==> src/rtl/ram_arbiter.sv <==
// Shares one 64-bit RAMHelper port between instruction fetch and the LSU.
// One grant per cycle, combinational in the request cycle; responses follow one cycle later.
module ram_arbiter #(
   parameter logic [63:0] PC_START = 64'h0000_0000_8000_0000,
   parameter int unsigned MAX_WAIT = 4
) (
   input  logic        clk,
   input  logic        rst,
   input  logic        if_req,
   input  logic [63:0] if_addr,
   output logic        if_gnt,
   output logic        if_rvalid,
   output logic [31:0] if_rdata,
   input  logic        mem_req,
   input  logic        mem_we,
   input  logic [63:0] mem_addr,
   input  logic [1:0]  mem_size,
   input  logic [63:0] mem_wdata,
   output logic        mem_gnt,
   output logic        mem_rvalid,
   output logic [63:0] mem_rdata,
   output logic        mem_err,
   output logic        ram_en,
   output logic [63:0] ram_ridx,
   input  logic [63:0] ram_rdata,
   output logic        ram_wen,
   output logic [63:0] ram_widx,
   output logic [63:0] ram_wdata,
   output logic [63:0] ram_wmask
);

   localparam int unsigned CW = $clog2(MAX_WAIT + 1);

   typedef enum logic [1:0] {
      OWN_NONE,
      OWN_IF,
      OWN_MEM,
      OWN_ERR
   } owner_t;

   owner_t          owner_q, owner_d;
   logic [CW-1:0]   wait_cnt_q, wait_cnt_d;
   logic            if_hi_q, if_hi_d;
   logic [2:0]      off_q, off_d;
   logic [1:0]      size_q, size_d;

   logic            if_win, mem_win, mem_mis;
   logic [2:0]      mem_off;
   logic [5:0]      wr_shamt;
   logic [63:0]     sel_addr, idx, rd_shift;

   function automatic logic [63:0] size_mask(input logic [1:0] s);
      case (s)
         2'd0:    size_mask = 64'h0000_0000_0000_00FF;
         2'd1:    size_mask = 64'h0000_0000_0000_FFFF;
         2'd2:    size_mask = 64'h0000_0000_FFFF_FFFF;
         default: size_mask = '1;
      endcase
   endfunction

   // Arbitration and RAM request side
   always_comb begin
      if_win   = rst & if_req & (~mem_req | (wait_cnt_q >= CW'(MAX_WAIT)));
      mem_win  = rst & mem_req & ~if_win;
      mem_off  = mem_addr[2:0];
      case (mem_size)
         2'd0:    mem_mis = 1'b0;
         2'd1:    mem_mis = mem_off[0];
         2'd2:    mem_mis = |mem_off[1:0];
         default: mem_mis = |mem_off;
      endcase
      sel_addr = if_win ? if_addr : mem_addr;
      idx      = (sel_addr - PC_START) >> 3;
      wr_shamt = {mem_off, 3'b000};

      if_gnt    = if_win;
      mem_gnt   = mem_win;
      ram_en    = 1'b0;
      ram_ridx  = '0;
      ram_wen   = 1'b0;
      ram_widx  = '0;
      ram_wdata = '0;
      ram_wmask = '0;
      if (if_win || (mem_win && !mem_we && !mem_mis)) begin
         ram_en   = 1'b1;
         ram_ridx = idx;
      end
      if (mem_win && mem_we && !mem_mis) begin
         ram_wen   = 1'b1;
         ram_widx  = idx;
         ram_wdata = mem_wdata << wr_shamt;
         ram_wmask = size_mask(mem_size) << wr_shamt;
      end
   end

   // Next-state: starvation counter and response owner
   always_comb begin
      if (!if_req || if_win)
         wait_cnt_d = '0;
      else if (wait_cnt_q < CW'(MAX_WAIT))
         wait_cnt_d = wait_cnt_q + CW'(1);
      else
         wait_cnt_d = wait_cnt_q;

      owner_d = OWN_NONE;
      if_hi_d = if_hi_q;
      off_d   = off_q;
      size_d  = size_q;
      if (if_win) begin
         owner_d = OWN_IF;
         if_hi_d = if_addr[2];
      end else if (mem_win) begin
         off_d  = mem_off;
         size_d = mem_size;
         if (mem_mis)
            owner_d = OWN_ERR;
         else if (!mem_we)
            owner_d = OWN_MEM;
      end
   end

   always_ff @(posedge clk) begin
      if (!rst) begin
         owner_q    <= OWN_NONE;
         wait_cnt_q <= '0;
         if_hi_q    <= 1'b0;
         off_q      <= '0;
         size_q     <= '0;
      end else begin
         owner_q    <= owner_d;
         wait_cnt_q <= wait_cnt_d;
         if_hi_q    <= if_hi_d;
         off_q      <= off_d;
         size_q     <= size_d;
      end
   end

   // Responses are qualified by rst so a reset cycle never shows a stale response.
   always_comb begin
      rd_shift   = ram_rdata >> {off_q, 3'b000};
      if_rvalid  = rst & (owner_q == OWN_IF);
      if_rdata   = '0;
      if (if_rvalid)
         if_rdata = if_hi_q ? ram_rdata[63:32] : ram_rdata[31:0];
      mem_rvalid = rst & ((owner_q == OWN_MEM) | (owner_q == OWN_ERR));
      mem_err    = rst & (owner_q == OWN_ERR);
      mem_rdata  = '0;
      if (rst && owner_q == OWN_MEM)
         mem_rdata = rd_shift & size_mask(size_q);
   end

endmodule
==> config.mk <==
export PLATFORM = sky130hd
export DESIGN_NAME = ram_arbiter
export DESIGN_NICKNAME = d
export VERILOG_FILES = /design/src/rtl/ram_arbiter.sv
export SDC_FILE = /design/constraint.sdc
export NUM_CORES = 1
export LEC_CHECK = 0
export ABC_AREA = 1
export CAP_MARGIN = 20
export CORE_AREA = 2 2 242 244
export DETAILED_ROUTE_END_ITERATION = 7
export DIE_AREA = 0 0 244 246
export GPL_ROUTABILITY_DRIVEN = 0
export GPL_TIMING_DRIVEN = 0
export PLACE_DENSITY = 0.45
export SLEW_MARGIN = 20
export SYNTH_ARGS = -nofsm -noshare
export SYNTH_HDL_FRONTEND = slang
export SYNTH_SLANG_ARGS = --single-unit
==> constraint.sdc <==
create_clock -name clk -period 2.4 [get_ports clk]
set_clock_uncertainty 0.1 [all_clocks]
set_input_delay 0.24 -clock clk [delete_from_list [all_inputs] [get_ports clk]]
set_output_delay 0.24 -clock clk [all_outputs]
set_load 0.02 [all_outputs]
==> impl_metrics.py <==
metrics = {
    "synthesis": {
        "netlist_area_um2": 7720,
        "synthArstFlopShare": 0,
        "synth_seq_cells": 11,
        "netlist_instances": 1556,
        "synth_top_area_cell": "nand2_1",
        "synth_area_leaders": "nand2_1 19%, nor2_1 12%, o21ai_0 12%",
        "synth.most_common_cell": "nand2_1",
        "synthDistinctLibCells": 42,
        "synth_ff_type": "dfxtp_1",
        "synth.avg_cell_area_um2": 4.96,
        "synthTopCellsByCount": "394 x nand2_1, 257 x nor2_1, 190 x inv_1, 190 x o21ai_0, 74 x a21oi_1",
        "synth-edff-count": 0,
        "ys_warn_count": 0,
        "netlist.area_leader.share": 0.191,
        "ys_seq_area_frac": 0.0285,
    },
    "placement": {
        "io_buffers": 612,
        "dp_hpwl_mm": 51.0,
        "post-place-ws_ns": -1.89,
    },
    "route": {
        "dr.pass1.iters": 5,
        "vias_per_cell": 4.47,
        "wirelength_mm": 63.1,
        "vias": 13527,
        "routedWlPerCell_um": 20.9,
        "drt_iter0_drc": 989,
        "antenna_left": 0,
        "drc": 0,
    },
    "sta": {
        "finalMaxSlewViolations": 0,
        "setup_ws_ns": -0.321,
        "rsz0062_at_grt": "true",
        "relSlewSlack": 0.289,
        "tightestPinTransition_ns": 1.07,
        "setup-tns-final_ns": -18.21,
        "period_minus_slack_ns": 2.72,
        "period_share": 1.13,
        "setup_viol": 172,
        "whs_ns": 0.225,
        "hold_viol": 0,
        "max_freq_ghz": 0.367,
    },
    "cells_and_area": {
        "fin_nets": 2525,
        "syn2layout_area_growth_pct": 121,
        "drive_gt1_frac": 0.374,
    },
    "clocking": {
        "htreeDepth": 1,
        "clk_latency_ns": 0.25,
        "tritoncts": "done",
        "cts_max_path_buffers": 2,
        "clkTransAtPathRegs_ns": 0.06,
        "cts_inserted_buffers": 3,
        "clockRootBuffer": "clkbuf_16",
        "clkSinkCount": 11,
    },
    "global_routing": {
        "grt_pass1_wl_mm": 87.3,
        "track_usage": 0.192,
        "antenna_found_initial": 1,
        "overflow": 0,
        "grt_max_degree": 11,
        "grt_pass1_vias": 13312,
    },
    "power": {
        "ir_drop_mv": 0.181,
        "p_leak_uw": 0.00877,
        "total_power_uw": 3280,
        "powerDensity_nw_per_um2": 192,
    },
    "job": {
        "drv_cap": 0,
    },
    "setup_path": {
        "cp_data_arrival_time_ns": 2.38,
        "criticalPathCategory": "reg -> out",
        "end_kind": "primary output",
        "timing.critical_path.fanout_max": 7,
        "worstSetupStartpointType": "register",
        "critical_path_required_ns": 2.06,
    },
    "die": {
        "num_io_pins": 622,
        "start_util": 0.135,
        "die_h_um": 246,
        "core_um2": 57400,
        "die_w_um": 244,
        "dieArea_um2": 60000,
        "rows": 88,
    },
    "hold_path": {
        "hold_path_class": "in -> reg",
    },
    "status": {
        "status": "finished with violations",
        "failed_checks": "negative setup slack",
    },
}
metrics by stage:
| stage | area (um2) | instances | utilization |
|---|---|---|---|
| floorplan | 7780 | 1561 | - |
| global placement | 14900 | 2938 | 0.259 |
| detailed placement | 14900 | 2938 | 0.259 |
| CTS | 15800 | 2988 | 0.276 |
| global route | 17100 | 3025 | 0.298 |
| finish | 17100 | 3025 | 0.298 |
power breakdown:
group	total [uW]	switching [uW]	internal, uW	leakage [uW]
Combinational	2740	1610	1120	0.00864
Clock	337	111	225	0.0000382
Sequential	207	13.0	194	0.0000914
Total	3280	1740	1540	0.00877
cell usage in the layout, fill, tap and decap left out, types with 34 or more instances in the layout:
cell type / count
a21oi_1: 63
buf_2: 67
nand3b_1: 34
nor2_4: 37
nand2_1: 318
dlymetal6s2s_1: 35
clkdlybuf4s50_1: 256
buf_4: 157
buf_6: 169
nor2_2: 57
clkbuf_2: 88
inv_1: 180
o21ai_0: 153
nand2_2: 66
nor2_1: 176
mux2i_1: 36
registers in the layout, summed over array words and instances, names as in the netlist:
| name | count |
|---|---|
| size_q | 2 |
| off_q | 3 |
| owner_q | 2 |
| wait_cnt_q | 3 |
| if_hi_q | 1 |
area by class of cell:
type                            count  area, um2
Clock buffer                        4       78.8
Multi-Input combinational cell   1182       7140
Sequential cell                    11        223
Tap cell                          765        957
Buffer                            163       1400
Timing Repair Buffer              700       6520
Inverter                          199        778
Fill cell                        6453      40300
Antenna cell                        1       2.50
worst paths after layout:
kind	start	end	slack, ns	depth (start not counted)
worst min-delay path	rst	size_q[0]	0.23	3
worst min register to register	wait_cnt_q[0]	wait_cnt_q[0]	0.32	1
worst max-delay path	wait_cnt_q[2]	ram_ridx[42]	-0.32	15
worst max register to register	wait_cnt_q[2]	off_q[2]	0.77	9
worst max-delay path, cell delays in order (launching register included):
cell,delay (ns)
dfxtp_2,0.33
inv_4,0.09
nand2_8,0.07
nand2_8,0.09
buf_12,0.14
nand2_2,0.07
nand2_4,0.10
ha_4,0.15
inv_2,0.04
nor2_4,0.22
nand2_4,0.11
nor2_4,0.14
buf_12,0.13
xor2_4,0.19
nor2_1,0.08
buf_4,0.16
logic make-up (layout without fill, tap and decap cells):
logic type | count (synthesis) | after routing | synth area share
AND/OR/NAND/NOR | 779 | 779 | 0.425
buffers and inverters | 368 | 1066 | 0.221
AO/OA/AOI/OAI | 339 | 339 | 0.251
multiplexers | 43 | 43 | 0.0557
XOR/XNOR | 13 | 13 | 0.0147
flip-flops | 11 | 11 | 0.0285
adder cells (fa/ha/maj) | 2 | 2 | 0.00324
other | 1 | 7 | 0.000486
routing by layer:
layer / up-vias / routed length (um) / track usage / part of all wire
met4: 0 / 2140 / 0.0556 / 0.034
met3: 109 / 4760 / 0.0258 / 0.075
met2: 791 / 31100 / 0.347 / 0.49
li1: 6300 / - / - / -
met5: - / 0 / 0 / 0
met1: 6327 / 25100 / 0.237 / 0.40
repair_timing:
item / 4_1_cts / 5_1_grt
gates cloned: 5 / 3
pin swaps: 58 / 56
endpoints found under the setup margin: 350 / 338
hold buffers: 0 / 0
setup buffers: 42 / 39
resized for setup: 1153 / 972
hold endpoints to repair: 0 / 0
Note: power is estimated with default switching activity, not from simulation.
==> RTL edit 1 (same settings) <==
Encoding of `owner_t`: now one-hot (4 bits for 4 values).
--- a/src/rtl/ram_arbiter.sv
+++ b/src/rtl/ram_arbiter.sv
@@ -33,7 +33,7 @@
 
-   typedef enum logic [1:0] {
-      OWN_NONE,
-      OWN_IF,
-      OWN_MEM,
-      OWN_ERR
+   typedef enum logic [3:0] {
+      OWN_NONE = 4'b0001,
+      OWN_IF   = 4'b0010,
+      OWN_MEM  = 4'b0100,
+      OWN_ERR  = 4'b1000
    } owner_t;
Function: same outputs for any inputs over 4 cycles, from zero or initial values and one cycle with rst low; so few cycles prove little.
==> RTL edit 1 against the original RTL <==
The run still ends with negative setup slack left; area after synthesis hardly changed; wire length is 1.7% higher; final area is 5.9% higher; global-route usage is 0.26 points higher; non-clock buffer count is 35 higher; power is 1.6% higher; worst setup slack better by 0.096 ns; core utilization is 1.8 points higher; sequential cell count is 2 higher.
==> RTL edit 1: results (changes against the original RTL) <==
- Status: complete, but fails checks (unchanged)
- Failing checks: negative setup slack (unchanged)
- Max incr delay on CP: 0.33 ns (about the same)
- Root Buffer: clkbuf_16 (unchanged)
- Initial antenna violation count: 5 (was 1)
- Largest net degree at the start of global routing: 12 (was 11)
- Nets: 2,546 (was 2,525)
- Setup TNS: -24.67 ns (was -18.21 ns)
- Library cells used by synthesis: 42 (unchanged)
- First-pass GRT wire length: 88.2 mm (was 87.3 mm)
- Crit path max fanout: 6 (was 7)
- Final-report setup violation count: 240 (was 172)
- Worst setup margin: -0.225 ns (was -0.321 ns)
- Share of cells above drive strength 1: 39.3% (was 37.4%)
- Worst hold path class: in2reg (unchanged)
- Primary FF master, synth: dfxtp_1 (unchanged)
- Clock transition at path regs: 0.05 ns
- Total GRT Usage: 19.5% (was 19.2%)
- CTS Buf Count: 3 (unchanged)
- Vias/cell: 4.51 (was 4.47)
- Slew headroom: 40.2% (was 28.9%)
- Worst Path Arrival: 2.28 ns (was 2.38 ns)
- DP Area: 0.0149 sq mm (about the same)
- Top flop regs: owner_q (4), off_q (3), wait_cnt_q (3) (was off_q (3), wait_cnt_q (3))
- Post-DP HPWL: 51.8 mm (was 51.0 mm)
- Post-synth top cells: 326 x nand2_1, 326 x nor2_1, 170 x o21ai_0 (was 394 x nand2_1, 257 x nor2_1, 190 x inv_1, 190 x o21ai_0, 74 x a21oi_1)
- Synth area leaders: nand2_1 16%, nor2_1 16%, o21ai_0 11% (was nand2_1 19%, nor2_1 12%, o21ai_0 12%)
- Clock Latency Late Sink: 0.24 ns
- Port Buf Inserts: 611 (was 612)
- Synth Register Bits: 13 (was 11)
- Ys async rst share: 0% (unchanged)
- DR iter-0 viols: 914 (was 989)
- Vias in the first global route: 13,330 (was 13,312)
- Pleak: 8.37 nW (was 8.77 nW)
- Part of the Yosys area used for sequential elements: 3.37% (was 2.85%)
- Max Root-Sink Buffers: 2 (unchanged)
- Drt first pass iters: 5 (unchanged)
- Pre-CTS WS: -1.68 ns (was -1.89 ns)
- Worst VDD drop: 0.157 mV (was 0.181 mV)
- Final wirelength: 64.2 mm (was 63.1 mm)
- H-tree Lvls: 1 (unchanged)
- Slowest stage cell, crit path: dfxtp_2 (unchanged)
- Synth warn: 0 (unchanged)
-- RTL edit 1: worst max-delay path: cells and delay by family, from the launching register on --
kind          cells  cell delay (ns)
simple gates     12             1.20
flops             1             0.33
buf+inv           4             0.50
-- RTL edit 1: metal layers --
| layer | up-vias | global-route usage, % | share of wire (%) |
|---|---|---|---|
| met5 | - | 0 | 0.020 |
| met2 | 791 | 34.3 | 49 |
| met1 | 6472 | 23.4 | 39 |
| met4 | 2 | 6.85 | 3.9 |
| met3 | 132 | 3.95 | 8.5 |
| li1 | 6346 | - | - |
-- RTL edit 1: cells by family (layout without fill, tap and decap cells) --
kind of cell / count (synthesis) / in the layout / synth area share (%)
flip-flops: 13 / 13 / 3.37
other: 1 / 10 / 0.0485
XOR/XNOR: 13 / 13 / 1.47
adder cells (fa/ha/maj): 2 / 2 / 0.324
AND/OR/NAND/NOR: 791 / 792 / 43.8
AO/OA/AOI/OAI: 339 / 339 / 24.3
buffers and inverters: 336 / 1068 / 20.6
multiplexers: 47 / 47 / 6.09
-- RTL edit 1: final timing paths --
check | start | endpoint | slack, ns | cells past startpoint
setup / recovery | wait_cnt_q[2] | ram_widx[57] | -0.22 | 16
hold / removal | rst | if_hi_q | 0.17 | 3
setup reg to reg | wait_cnt_q[2] | off_q[1] | 0.48 | 11
hold reg to reg | wait_cnt_q[0] | wait_cnt_q[0] | 0.33 | 1
-- RTL edit 1: through the flow --
| step | hold WS, ns | std cells |
|---|---|---|
| finish | 0.174 | 3049 |
| global route | 0.190 | 3049 |
| CTS | 0.171 | 2993 |
| detailed placement | 0.329 | 2923 |
| global placement | 0.310 | 2923 |
| floorplan | 0.232 | 1547 |
-- RTL edit 1: cell type report --
class,count,area [sq um]
diodes,4,10.0
plain buffers,160,1460
clock buffers,4,78.8
fillers,6354,39300
inverters,166,657
multi-input cells,1199,7540
flip-flops and latches,13,263
well taps,765,957
repair buffers,738,7150
-- RTL edit 1: timing repair --
action | 4_1_cts | 5_1_grt
gates resized for setup | 1840 | 396
setup buffers | 70 | 57
cloned | 2 | 6
pin swaps | 64 | 63
endpoints found under the hold margin | 0 | 0
setup endpoints to repair | 350 | 329
-- RTL edit 1: report_power, final --
part           switching [mW]  internal (mW)  leakage (nW)
sequential             0.0118          0.228         0.108
combinational            1.61           1.15          8.23
clock                  0.0998          0.225        0.0382
total                    1.73           1.61          8.37
==> RTL edit 2 (same flow settings) <==
Without the edit above. Change the parameter `MAX_WAIT` from 4 to 2.
--- a/src/rtl/ram_arbiter.sv
+++ b/src/rtl/ram_arbiter.sv
@@ -4,3 +4,3 @@
    parameter logic [63:0] PC_START = 64'h0000_0000_8000_0000,
-   parameter int unsigned MAX_WAIT = 4
+   parameter int unsigned MAX_WAIT = 2
 ) (
Check against the original RTL: not equivalent (a bounded check fails within 4 cycles, from zero or initial values and one cycle with rst low).
==> RTL edit 2 against the original RTL <==
The flow still finishes with violations (negative setup slack); worst setup slack got worse by 0.29 ns; area after synthesis down 0.60%; wire length grew 10%; sequential power down 7%; maximum frequency is 9.7% lower; global-route usage is 2.0 points higher; final area up 15%; core utilization is 4.6 points higher; via count rose by 3.8%; sequential cell count fell by 1; power rose by 13%; cell count rose by 2.0%; largest power group unchanged.
==> RTL edit 2: results (changes against the original RTL) <==
- Status: complete, but fails checks (unchanged)
- Failing checks: negative setup slack (unchanged)
- Placed Instances: 2,931 (was 2,938)
- Nets: 2,587 (was 2,525)
- Vias in the first global route: 13,640 (was 13,312)
- Layout Utilization: 34.4% (was 29.8%)
- Worst-Margin Slew: 1.01 ns (was 1.07 ns)
- Complex-gate fraction of the synthesized area: 24.1% (was 25.1%)
- Synthesized instance count: 1,552 (was 1,556)
- Post-synthesis xor/xnor area fraction: 1.48% (was 1.47%)
- Total GRT Usage: 21.3% (was 19.2%)
- Synth area leaders: nand2_1 19%, nor2_1 13%, o21ai_0 13% (was nand2_1 19%, nor2_1 12%, o21ai_0 12%)
- Library cells used by synthesis: 44 (was 42)
- Post-DP HPWL: 55.7 mm (was 51.0 mm)
- DR iter-0 viols: 891 (was 989)
- Switch Pwr: 1.94 mW (was 1.74 mW)
- Port Buf Inserts: 609 (was 612)
- WL/cell: 22.6 um (was 20.9 um)
- Share of cells above drive strength 1: 42.5% (was 37.4%)
- Worst VDD drop: 0.187 mV (was 0.181 mV)
- # diodes: 0 (was 1)
- Post-synth top cells: 384 x nand2_1, 266 x nor2_1, 192 x o21ai_0 (was 394 x nand2_1, 257 x nor2_1, 190 x inv_1, 190 x o21ai_0, 74 x a21oi_1)
- Pleak: 9.22 nW (was 8.77 nW)
- Initial antenna violation count: 2 (was 1)
- Crit path max fanout: 6 (was 7)
- Worst setup margin: -0.612 ns (was -0.321 ns)
- DP Area: 0.0152 sq mm (was 0.0149 sq mm)
- Fillers: 6,212 (was 6,453)
- Part of the power in combinational logic: 85.4% (was 83.4%)
- Final-report setup violation count: 277 (was 172)
## RTL edit 2: cell types whose count changed in the layout (fill, tap and decap cells not counted), moves of 17 or more
cell,before,now
clkdlybuf4s50_1,256,290
mux2i_1,36,19
buf_6,169,308
buf_2,67,13
clkbuf_2,88,53
nor2_1,176,114
buf_12,20,41
nor2_4,37,126
buf_4,157,119
## RTL edit 2: logic make-up after synthesis
logic type,count (synthesis)
compound gates,335
xor+xnor,13
fa+ha+maj,2
buf+inv,363
flops,10
mux,42
other cells,1
simple gates,786
## RTL edit 2: timing repair
action | in CTS | in global routing
resized for setup | 1511 | 888
gates cloned | 6 | 6
hold buffers | 0 | 0
pin swaps | 52 | 79
hold endpoints to repair | 0 | 0
setup buffers | 74 | 86
setup endpoints to repair | 350 | 349
## RTL edit 2: final timing paths
kind | start | end | slack (ns) | cells past startpoint
worst min register to register | wait_cnt_q[0] | wait_cnt_q[0] | 0.30 | 1
worst max-delay path | wait_cnt_q[0] | ram_widx[52] | -0.61 | 21
worst max register to register | wait_cnt_q[0] | off_q[0] | 0.39 | 12
worst min-delay path | rst | off_q[2] | 0.23 | 3
## RTL edit 2: area by class of cell
type	instances	area share, %
timing repair inverter	1	0.0571
timing repair buffer	774	41.0
multi-input combinational	1184	41.3
sequential	10	1.03
buffer	155	7.32
tap	765	4.85
clock buffer	4	0.450
inverter	193	4.03
## RTL edit 2: metal layers
layer | track usage, % | share of wire, % | vias to the layer above
met3 | 3.89 | 7.7 | 167
met1 | 24.2 | 37 | 6640
met2 | 38.9 | 50 | 817
met4 | 8.57 | 4.8 | 2
met5 | 0 | 0.023 | -
li1 | - | - | 6419
